==> src/rtl/toggle_activity_monitor_if.sv <==
// Control, probe and result-stream signals of the toggle activity monitor.
// The master side drives run control, probe samples and result back-pressure.
// The slave side (the monitor itself) returns status and the result entries.
interface toggle_activity_monitor_if #(
  parameter int WIDTH = 5,
  parameter int CNT_W = 16,
  parameter int WIN_W = 16
) ();

  localparam int IDX_W = (WIDTH > 1) ? $clog2(WIDTH) : 1;

  logic             start;
  logic             abort;
  logic [WIN_W-1:0] win_len;
  logic [WIDTH-1:0] sample;
  logic             sample_en;
  logic             busy;
  logic             done;
  logic             res_valid;
  logic             res_ready;
  logic [IDX_W-1:0] res_idx;
  logic [CNT_W-1:0] res_count;
  logic             res_sat;
  logic             res_last;

  modport master (
    output start, abort, win_len, sample, sample_en, res_ready,
    input  busy, done, res_valid, res_idx, res_count, res_sat, res_last
  );

  modport slave (
    input  start, abort, win_len, sample, sample_en, res_ready,
    output busy, done, res_valid, res_idx, res_count, res_sat, res_last
  );

endinterface

==> src/rtl/toggle_activity_monitor.sv <==
// Per-bit toggle counter for a probe vector over a window of win_len transitions.
// Flow: IDLE -> PRIME (load first sample) -> COUNT (win_len transitions) -> DRAIN
// (stream one entry per bit) -> IDLE. Counters saturate and flag the saturation.
// abort returns to IDLE from any state without a done pulse and leaves counts intact.
module toggle_activity_monitor #(
  parameter int WIDTH = 5,
  parameter int CNT_W = 16,
  parameter int WIN_W = 16
) (
  input  logic                             clk,
  input  logic                             rst_n,
  toggle_activity_monitor_if.slave         bus
);

  localparam int IDX_W = (WIDTH > 1) ? $clog2(WIDTH) : 1;
  localparam logic [CNT_W-1:0] CNT_MAX  = '1;
  localparam logic [IDX_W-1:0] LAST_IDX = IDX_W'(WIDTH - 1);

  typedef enum logic [1:0] {
    S_IDLE  = 2'd0,
    S_PRIME = 2'd1,
    S_COUNT = 2'd2,
    S_DRAIN = 2'd3
  } state_t;

  state_t                    r_state;
  state_t                    w_nextState;
  logic [WIN_W-1:0]          r_winLen;
  logic [WIN_W-1:0]          r_nTrans;
  logic [WIDTH-1:0]          r_prev;
  logic [WIDTH-1:0]          r_sat;
  logic [WIDTH-1:0][CNT_W-1:0] r_cnt;
  logic [IDX_W-1:0]          r_idx;
  logic                      r_busy;
  logic                      r_resValid;
  logic                      r_done;

  logic                      w_accept;
  logic                      w_windowEnd;
  logic                      w_handshake;
  logic                      w_lastHandshake;
  logic [WIDTH-1:0]          w_toggle;
  logic [CNT_W-1:0]          w_selCnt;
  logic                      w_selSat;

  assign w_accept        = (r_state == S_IDLE) && bus.start && (bus.win_len != '0);
  assign w_windowEnd     = (r_state == S_COUNT) && bus.sample_en &&
                           ((r_nTrans + WIN_W'(1)) == r_winLen);
  assign w_handshake     = (r_state == S_DRAIN) && bus.res_ready;
  assign w_lastHandshake = w_handshake && (r_idx == LAST_IDX);
  assign w_toggle        = bus.sample ^ r_prev;

  // Next-state decode; abort overrides everything and drops straight to IDLE.
  always_comb begin
    w_nextState = r_state;
    if (bus.abort) begin
      w_nextState = S_IDLE;
    end else begin
      case (r_state)
        S_IDLE:  if (w_accept)        w_nextState = S_PRIME;
        S_PRIME: if (bus.sample_en)   w_nextState = S_COUNT;
        S_COUNT: if (w_windowEnd)     w_nextState = S_DRAIN;
        S_DRAIN: if (w_lastHandshake) w_nextState = S_IDLE;
        default:                      w_nextState = S_IDLE;
      endcase
    end
  end

  // State register.
  always_ff @(posedge clk or negedge rst_n) begin
    if (!rst_n) begin
      r_state <= S_IDLE;
    end else begin
      r_state <= w_nextState;
    end
  end

  // Registered status flags decoded from the upcoming state so they line up with it.
  always_ff @(posedge clk or negedge rst_n) begin
    if (!rst_n) begin
      r_busy     <= 1'b0;
      r_resValid <= 1'b0;
      r_done     <= 1'b0;
    end else begin
      r_busy     <= (w_nextState != S_IDLE);
      r_resValid <= (w_nextState == S_DRAIN);
      r_done     <= w_lastHandshake && !bus.abort;
    end
  end

  // Result index: starts at 0 on entering DRAIN, steps on each accepted entry.
  always_ff @(posedge clk or negedge rst_n) begin
    if (!rst_n) begin
      r_idx <= '0;
    end else if ((r_state == S_DRAIN) && (w_nextState == S_DRAIN)) begin
      if (w_handshake) begin
        r_idx <= r_idx + IDX_W'(1);
      end
    end else begin
      r_idx <= '0;
    end
  end

  // Window bookkeeping: clear on accepted start, prime prev, then count toggles.
  always_ff @(posedge clk or negedge rst_n) begin
    if (!rst_n) begin
      r_winLen <= '0;
      r_nTrans <= '0;
      r_prev   <= '0;
      r_sat    <= '0;
      r_cnt    <= '0;
    end else if (!bus.abort) begin
      if (w_accept) begin
        r_winLen <= bus.win_len;
        r_nTrans <= '0;
        r_sat    <= '0;
        r_cnt    <= '0;
      end else if ((r_state == S_PRIME) && bus.sample_en) begin
        r_prev <= bus.sample;
      end else if ((r_state == S_COUNT) && bus.sample_en) begin
        r_prev   <= bus.sample;
        r_nTrans <= r_nTrans + WIN_W'(1);
        for (int i = 0; i < WIDTH; i++) begin
          if (w_toggle[i]) begin
            if (r_cnt[i] == CNT_MAX) begin
              r_sat[i] <= 1'b1;
            end else begin
              r_cnt[i] <= r_cnt[i] + CNT_W'(1);
            end
          end
        end
      end
    end
  end

  // Select the counter and sticky flag for the current entry; zero when no entry is offered.
  always_comb begin
    w_selCnt = '0;
    w_selSat = 1'b0;
    if (r_resValid) begin
      for (int i = 0; i < WIDTH; i++) begin
        if (r_idx == IDX_W'(i)) begin
          w_selCnt = r_cnt[i];
          w_selSat = r_sat[i];
        end
      end
    end
  end

  assign bus.busy      = r_busy;
  assign bus.done      = r_done;
  assign bus.res_valid = r_resValid;
  assign bus.res_idx   = r_idx;
  assign bus.res_count = w_selCnt;
  assign bus.res_sat   = w_selSat;
  assign bus.res_last  = r_resValid && (r_idx == LAST_IDX);

endmodule
==> src/flat_wrapper.sv <==
// flat-port wrapper written by rule: the top's interface ports become plain ports
module toggle_activity_monitor_flat 
#(
  parameter int WIDTH = 5,
  parameter int CNT_W = 16,
  parameter int WIN_W = 16
)
  (clk, rst_n, bus_start, bus_abort, bus_win_len, bus_sample, bus_sample_en, bus_res_ready, bus_busy, bus_done, bus_res_valid, bus_res_idx, bus_res_count, bus_res_sat, bus_res_last);
  toggle_activity_monitor_if #(.WIDTH(WIDTH), .CNT_W(CNT_W), .WIN_W(WIN_W)) bus_i ();
  input  logic clk;
  input  logic rst_n;
  input wire logic [$bits(bus_i.start)-1:0] bus_start;
  input wire logic [$bits(bus_i.abort)-1:0] bus_abort;
  input wire logic [$bits(bus_i.win_len)-1:0] bus_win_len;
  input wire logic [$bits(bus_i.sample)-1:0] bus_sample;
  input wire logic [$bits(bus_i.sample_en)-1:0] bus_sample_en;
  input wire logic [$bits(bus_i.res_ready)-1:0] bus_res_ready;
  output wire logic [$bits(bus_i.busy)-1:0] bus_busy;
  output wire logic [$bits(bus_i.done)-1:0] bus_done;
  output wire logic [$bits(bus_i.res_valid)-1:0] bus_res_valid;
  output wire logic [$bits(bus_i.res_idx)-1:0] bus_res_idx;
  output wire logic [$bits(bus_i.res_count)-1:0] bus_res_count;
  output wire logic [$bits(bus_i.res_sat)-1:0] bus_res_sat;
  output wire logic [$bits(bus_i.res_last)-1:0] bus_res_last;
  assign bus_i.start = bus_start;
  assign bus_i.abort = bus_abort;
  assign bus_i.win_len = bus_win_len;
  assign bus_i.sample = bus_sample;
  assign bus_i.sample_en = bus_sample_en;
  assign bus_i.res_ready = bus_res_ready;
  assign bus_busy = bus_i.busy;
  assign bus_done = bus_i.done;
  assign bus_res_valid = bus_i.res_valid;
  assign bus_res_idx = bus_i.res_idx;
  assign bus_res_count = bus_i.res_count;
  assign bus_res_sat = bus_i.res_sat;
  assign bus_res_last = bus_i.res_last;
  toggle_activity_monitor #(.WIDTH(WIDTH), .CNT_W(CNT_W), .WIN_W(WIN_W)) u_core (.clk(clk), .rst_n(rst_n), .bus(bus_i));
endmodule
==> config.mk <==
export PLATFORM = sky130hd
export DESIGN_NAME = toggle_activity_monitor_flat
export DESIGN_NICKNAME = d
export VERILOG_FILES = /design/src/rtl/toggle_activity_monitor_if.sv /design/src/rtl/toggle_activity_monitor.sv /design/src/flat_wrapper.sv
export SDC_FILE = /design/constraint.sdc
export NUM_CORES = 1
export LEC_CHECK = 0
export CAP_MARGIN = 0
export CORE_MARGIN = 3
export CORE_UTILIZATION = 54
export DETAILED_ROUTE_END_ITERATION = 8
export PLACE_DENSITY = 0.77
export SKIP_CTS_REPAIR_TIMING = 1
export SLEW_MARGIN = 40
export SYNTH_ARGS = -nofsm -noshare
export SYNTH_HDL_FRONTEND = slang
export SYNTH_SLANG_ARGS = --single-unit
==> constraint.sdc <==
create_clock -name clk -period 2.74 [get_ports clk]
set_input_delay 0.274 -clock clk [delete_from_list [all_inputs] [get_ports clk]]
set_output_delay 0.274 -clock clk [all_outputs]
set_load 0.03 [all_outputs]
* Word-level counts from Yosys, hierarchy flattened *
Index checks and enable logic that the tools add are counted.

word-level totals
  register bits after elaboration = 130
  bits of input ports = 27
  output and inout port bits = 24
  word-level logic and storage cells = 140

cells by class
  add/subtract/negate cells = 7
  equal/unequal tests = 21
  multiplexer cells = 51
  bitwise logic cells = 3
  reductions and logical operators = 40

operators by type and width
  kind                     number
  $mux W16                 19
  $mux W80                 3
  $add A16 B1 Y16 const B  6
  $eq A16 B16 Y1 const B   5
  $reduce_and A5 Y1        10
  $reduce_bool A2 Y1       13
  $mux W5                  5
  $eq A16 B16 Y1           1
  $mux W1                  16
  $reduce_bool A16 Y1      1
  $ne A2 B1 Y1 const B     7
  $logic_and A1 B1 Y1      10
  $mux W2                  5
  $pmux W2 S4              1
  $eq A2 B2 Y1 const B     3
  $eq A3 B2 Y1 const B     2
  $mux W3                  2
  $reduce_and A3 Y1        2
  $xor A5 B5 Y5            1
  $add A3 B1 Y3 const B    1
  $eq A3 B1 Y1 const B     1
  $eq A3 B3 Y1 const B     1
  $logic_not A3 Y1         1
  $eq A2 B1 Y1 const B     1
  other kinds (4)          5

* Logic depth before layout (Yosys ltp) *
Gate-level depths: netlist of run 1.

  word-level depth = 9
  depth in mapped cells = 10
  gate-level depth less buffers = 8

* Least setup slack after synthesis of run 1 *
Ideal clock, no wire load.

  path kind = flip-flop to output port
  start point = register u_core.r_idx[0], in the netlist u_core.bus.res_idx[0]
  end point = output bus_res_count[10]
  arrival time = 2511 ps
  path slack = -45 ps
  stages on the path, launching flop included = 10
  path through = dfrtp_1 inv_1 ha_1 nor3b_1 clkbuf_1 a22oi_1 a211oi_1 a21oi_1 nand2_1 o211a_1

between the ends
  cells in the longest elaborated chain, start to end = 7
  elaborated cells on any way between the ends = 11
  those cells by class = eq/ne: 4; mux: 6; reduce/logical: 1

RTL lines
  item                    RTL line                        text
  start, declared         toggle_activity_monitor.sv:33   logic [IDX_W-1:0] r_idx;
  start signal, assigned  toggle_activity_monitor.sv:97   r_idx <= r_idx + IDX_W'(1);
  $logic_not A3 Y1        toggle_activity_monitor.sv:142  if (r_idx == IDX_W'(i)) begin
  $mux W16 (4 in a row)   toggle_activity_monitor.sv:142
  $mux W16 *              toggle_activity_monitor.sv:142
  $mux W16 *              toggle_activity_monitor.sv:140  if (r_resValid) begin
  end, declared           flat_wrapper.sv:22              output wire logic [$bits(bus_i.res_count)-1:0] bus_res_count;

Every way passes the cells marked *; elsewhere a longest branch is shown, timed or not.

* Worst setup path in the final report of run 1 *
  start point = register u_core.r_idx[1], in the netlist u_core.bus.res_idx[1]
  end point = output bus_res_count[8]

Same word-level chain as after synthesis.

==> results of run 1 <==
[synthesized netlist by cell type, types with 9 or more instances]
cell        n
a211oi_1   18
a21oi_1    30
a22oi_1    17
and3_1     21
and4_1     15
clkbuf_1   45
dfrtp_1   130
ha_1       11
nand2_1   128
nand3_1    29
nand4_1    26
nor2_1    108
nor3_1     23
o211a_1    17
o211ai_1    9
o21ai_0    35
xnor2_1    42
xor2_1     51
[layout make-up]
cell class / instances / area [sq um] / area share, %
Clock buffer: 24 / 482 / 5.27
Clock inverter: 6 / 32.5 / 0.356
Inverter: 8 / 30.0 / 0.328
Multi-Input combinational cell: 661 / 4190 / 45.8
Sequential cell: 130 / 3250 / 35.6
Tap cell: 176 / 220 / 2.41
Timing Repair Buffer: 95 / 937 / 10.3
[where the power goes]
group | total (mW) | switching (mW) | internal (mW)
sequential | 2.09 | 0.0775 | 2.01
combinational | 0.464 | 0.250 | 0.214
clock | 2.01 | 0.805 | 1.21
[cell families after synthesis]
logic type | synth area share [%]
and+or+nand+nor | 24.4
AOI/OAI and AO/OA | 14.5
DFF | 43.2
adders and majority gates | 1.83
xor gates and xnor gates | 10.8
muxes | 1.60
buffers and inverters | 3.63
[state kept, by name, summed over array words and instances (netlist names)]
| register | flops |
|---|---|
| u_core.r_cnt | 80 |
| u_core.r_nTrans | 16 |
| u_core.r_winLen | 16 |
| u_core.r_prev | 5 |
| u_core.r_sat | 5 |
| u_core.bus.res_idx | 3 |
| u_core.r_state | 2 |
| u_core.bus.busy | 1 |
| u_core.bus.done | 1 |
| u_core.bus.res_valid | 1 |
[critical path: stages (launching register included)]
cell	delay [ps]
dfrtp_1	430
inv_2	120
ha_4	170
nor3b_4	330
buf_6	180
a22oi_1	120
a211oi_2	340
a21oi_2	60
nand2_1	80
o211a_1	160
buf_6	130
[metrics by stage]
stage | utilization, % | power [mW] | worst slack [ps]
3_5_place_dp | 62.1 | 2.58 | -92.2
5_1_grt | 68.0 | 4.74 | -172
3_3_place_gp | 62.1 | 2.56 | -41.2
2_1_floorplan | - | 2.37 | 88.0
4_1_cts | 65.9 | 4.57 | -200
6_report | 68.0 | 4.56 | -72.0
[placed cells by master, fill, tap and decap left out, drive strengths merged, types with 6 or more instances in the layout]
cell / count
dfrtp: 130
nor3: 23
and4: 15
o2111ai: 6
nand3: 29
nand2: 128
a211oi: 18
a21oi: 31
nor2: 108
mux2: 8
or4: 9
o211a: 17
buf: 62
xor2: 51
nand4: 26
and3: 21
clkbuf: 24
o21ai: 36
clkdlybuf4s50: 32
inv: 8
ha: 11
a22oi: 17
or3: 7
xnor2: 42
o211ai: 9
[routing by layer]
layer,wire length [microns],vias up,GRT usage (%)
met5,0,-,0
met4,510,0,9.92
met3,1280,38,5.63
met1,8520,3244,35.5
met2,8910,233,38.0
li1,-,3142,-
[final timing paths]
check,end,slack [ps],cells after the start
setup / recovery,bus_res_count[8],-70,10
hold / removal,u_core.r_winLen[5],350,2
setup reg to reg,u_core.bus.res_valid,110,6
hold reg to reg,u_core.r_sat[3],490,2
max in group asynchronous,u_core.r_winLen[2],1690,3
min in group clk,u_core.r_winLen[0],400,3
==> run metrics, run 1 <==
initial antenna violation count 0; EDFF count, synth 0; Finished Layout Cells 1100; worst hold margin 349 ps; Final Hold Vio Count 0; Worst setup EP type output pin; GPL Wtd Cong 0.881; DR vias 6657; final setup fails 11; Root Driver clkbuf_16; placed cells 1067; worst-margin pin slew 677 ps; fin nets 951; PwrDens 499 mW/mm^2; GR Overflow Total 0; maximum vdd drop 389 uV; synthesized cell area 0.00752 sq mm; Syn Area/Cell 8.81 sq um; layout cells sized above 1 14.8%; Critical path origin u_core.bus.res_idx[1]; # Max-Cap Violations 0; Static Leakage 4.23 nW; die span in y 124 microns; Clock Path Buffers 2; finished layout cell area 0.00914 sq mm; DIE AREA 0.0154 sq mm; Remaining DRCs 0; syn_nets 892; CTS buffer count 17; 1st-iter DRT viols 654; setup TNS -265 ps; critical path fanouts, max 5; Setup Skew 7.13 ps; Max-slew headroom 54.5%; Crit Path Class flop to output pin; via-per-instance ratio 6.05; Clk Latency, worst-skew pair 430 ps; total number of H-tree levels 4; Antenna Cells 0; post-synth top area cell dfrtp_1; min Tclk post-route 2810 ps; CTS tree built; synth top area cells dfrtp_1, nand2_1, xor2_1; failing checks setup timing; vias in the first global route 6046; number of max-slew violations in the final report 0; CTS Sinks 130; reg2reg start u_core.r_nTrans[2]; critical path data required time 2470 ps; Cell variety after synth 52; Horiz. Die Dim 124 microns; Peak Freq 0.356 GHz; first-pass GRT wire length 30000 microns; Initial Utilization 55.9%; DP HPWL 13100 microns; Ports 51; run status finished, violations left; Warnings, synthesis 0; Seq/Total Area, Yosys 43.2%; final wirelength 19200 microns; setup ws final -72.0 ps; RSZ-0062 raised after global routing yes; DRT Pass-1 Iters 5; largest net degree at the start of global routing 57; IO buf count 50; Detail Route Antenna Nets 0; core area 0.0135 sq mm; synthesis-to-finish area growth 21.5%; Post-Synthesis Cells 854; register bit total from synthesis 130; Std-Cell Rows 42; Worst EP arrival 2540 ps; dominant synthesized flop cell dfrtp_1; CP Launch Type flop; Hold WC Path Type input port to asynchronous set/reset pin; Total GRT Usage 25.2%; FILL cells 1077; top cell type's share of synthesized area 43.2%; fraction of registers with async set/reset 100%; Routed WL per cell 17.5 microns; fin crit share 103%; post-place instance area 0.00835 sq mm; clk slew on worst S/H paths 50 ps
Note: power is estimated with default switching activity, not from simulation.
==> run 2, diff against run 1 <==
- CORE_MARGIN: 3 -> 2
- RECOVER_POWER: unset -> 50
==> run 2 against run 1 <==
  * The run ends with capacitance limit, slew limit left
  * Sequential cell count unchanged
  * First-iteration DRC count up 21%
  * Via count up 0.53%
  * Clock power up 6%
  * Critical path depth up 1
  * Combinational power about the same
  * Worst setup slack better by 74 ps
  * Power up 2.5%
  * Wire length about the same
  * Sequential power about the same
==> run metrics, run 2 (synthesis results as in run 1) <==
Critical Path, Cell by Cell inv_2, ha_4, nor3b_4, buf_4, buf_8, a22oi_2, a211oi_2, a21oi_1, nand2_1, o211a_1, buf_6; Detail Route Antenna Nets 0 (unchanged); largest registers u_core.r_cnt (80), u_core.r_nTrans (16), u_core.r_winLen (16); maximum vdd drop 444 uV (+14%); CP max stage cell dfrtp_1; Worst setup EP type output pin; worst path bufs/invs 4 (+1); Critical path origin u_core.bus.res_idx[1]; number of max-slew violations in the final report 83 (+83); DP HPWL 13000 microns (-0.67%); DR vias 6692 (+0.53%); failing checks capacitance limit, slew limit; min Tclk post-route 2740 ps (-73.8 ps); RSZ-0062 raised after global routing yes; most frequent cells in the layout dfrtp_1, nand2_1, nor2_1; fin nets 957 (+0.63%); initial antenna violation count 0 (unchanged); Peak Freq 0.365 GHz (+2.7%); Worst EP arrival 2460 ps (-80 ps); # Max-Cap Violations 1 (+1); worst hold margin 397 ps (+48.5 ps); PwrDens 506 mW/mm^2 (+1.5%); Crit Path Class flop to output pin; Final Hold Vio Count 0 (unchanged); Max-slew headroom -38.4% (-93 points); r2r setup slk 110 ps (about the same); total number of H-tree levels 4 (unchanged); reg2reg start u_core.r_nTrans[0]; Total GRT Usage 26.1% (+0.84 points); core area 0.0137 sq mm (+2.0%); Finished Layout Cells 1110 (+0.91%); CTS tree built; Routed WL per cell 17.3 microns (-0.94%); Ports 51 (unchanged); Antenna Cells 0 (unchanged); placed cells 1071 (+0.37%); CP top delay family compound AO/OA/AOI/OAI gates; critical path fanouts, max 5 (unchanged); synthesis-to-finish area growth 22.8%; Root Driver clkbuf_16; CP Launch Type flop; DIE AREA 0.0149 sq mm (-3.2%); CTS buffer count 17 (unchanged); Initial Utilization 54.8% (-1.1 points); via-per-instance ratio 6.03 (-0.38%); Remaining DRCs 0 (unchanged); combinational fraction of design power 9.9% (-0.3 points); most common cell after layout, fill and taps aside dfrtp_1; die span in y 122 microns (-1.6%); Sw Share 24.1% (-0.66 points); Post-Place Setup Slack -70.0 ps (+22.1 ps); setup TNS 0 ps (+265 ps); Setup Skew 7.26 ps (+0.130 ps); run status finished, violations left; Std-Cell Rows 43 (+2.4%); Hold Path Origin bus_win_len[2]; Clock Path Buffers 2 (unchanged); Power Internal 3.55 mW (+3.4%); clk slew on worst S/H paths 60 ps (about the same); final setup fails 0 (-11); Clk pwr share 45.5% (+1.4 points); Horiz. Die Dim 122 microns (-1.6%); Clk Latency, worst-skew pair 420 ps (about the same); final wirelength 19200 microns (about the same); GPL Wtd Cong 0.912 (+3.6%); Hold WC Path Type input port to flop; IO buf count 50 (unchanged); 1st-iter DRT viols 794 (+21%); Static Leakage 4.28 nW (+1.1%); slowest stage delay, CP 420 ps (about the same); layout cells sized above 1 16.5% (+1.6 points); Biggest register u_core.r_cnt; NetSw 1.13 mW (-0.18%); vias in the first global route 6019 (-0.45%); fin crit share 99.9% (-2.7 points); setup ws final 1.77 ps (+73.8 ps); largest net degree at the start of global routing 83 (+46%); GR Overflow Total 0 (unchanged); DRT Pass-1 Iters 6 (+1); worst-margin pin slew 2080 ps (+1400 ps); max reg flops 80 (unchanged); sequential share of power 44.6% (-1.2 points); first-pass GRT wire length 30400 microns (+1.5%); CTS Sinks 130 (unchanged); critical path data required time 2470 ps (about the same)
[run 2: cell count changes in the layout (fill, tap and decap cells not counted), sizes merged]
| cell | change |
|---|---|
| clkbuf | +1 |
| bufinv | +1 |
| clkinvlp | -1 |
| buf | +5 |
[run 2: power by group through the flow]
| stage | Combinational (mW) | Sequential, mW | Clock (mW) |
|---|---|---|---|
| after floorplan | 0.261 | 2.10 | 0 |
| after global placement | 0.440 | 2.11 | 0 |
| after detailed placement | 0.450 | 2.12 | 0 |
| after CTS | 0.454 | 2.08 | 2.14 |
| after global routing | 0.516 | 2.10 | 2.23 |
| final | 0.463 | 2.09 | 2.13 |
[run 2: per-layer routing]
metal	vias to the layer above	wire length [microns]	share of wire, %	global-route usage, %
met4	0	381	2.0	8.12
met1	3239	8710	45	37.5
li1	3154	-	-	-
met2	257	8820	46	38.5
met3	42	1300	6.8	7.02
met5	-	0	0	0
[run 2: final cells by class]
type	count	area, sq um
fillers	1063	4480
multi-input cells	661	4230
flip-flops and latches	130	3250
repair buffers	101	951
clock buffers	24	492
well taps	180	225
clock inverters	6	55.1
inverters	8	30.0
[run 2: tightest hold or removal path: cells and delay by family]
| family | cells | cell delay, ps |
|---|---|---|
| buffers and inverters | 1 | 410 |
| AND/OR/NAND/NOR | 2 | 100 |
[run 2: worst paths after layout]
check	endpoint	depth (start not counted)
max	bus_res_count[0]	11
min	u_core.r_winLen[2]	3
max reg2reg	u_core.bus.res_valid	7
min reg2reg	u_core.r_winLen[9]	2
max in group asynchronous	u_core.r_cnt[40]	3
min in group asynchronous	u_core.r_cnt[20]	2
[run 2: per-stage QoR]
step                utilization, %  instance area (sq um)  total power [mW]
floorplan                        -                   7530              2.37
global placement              60.7                   8330              2.55
detailed placement            60.7                   8330              2.57
CTS                           64.7                   8880              4.68
global route                  67.3                   9240              4.84
finish                        67.3                   9240              4.68
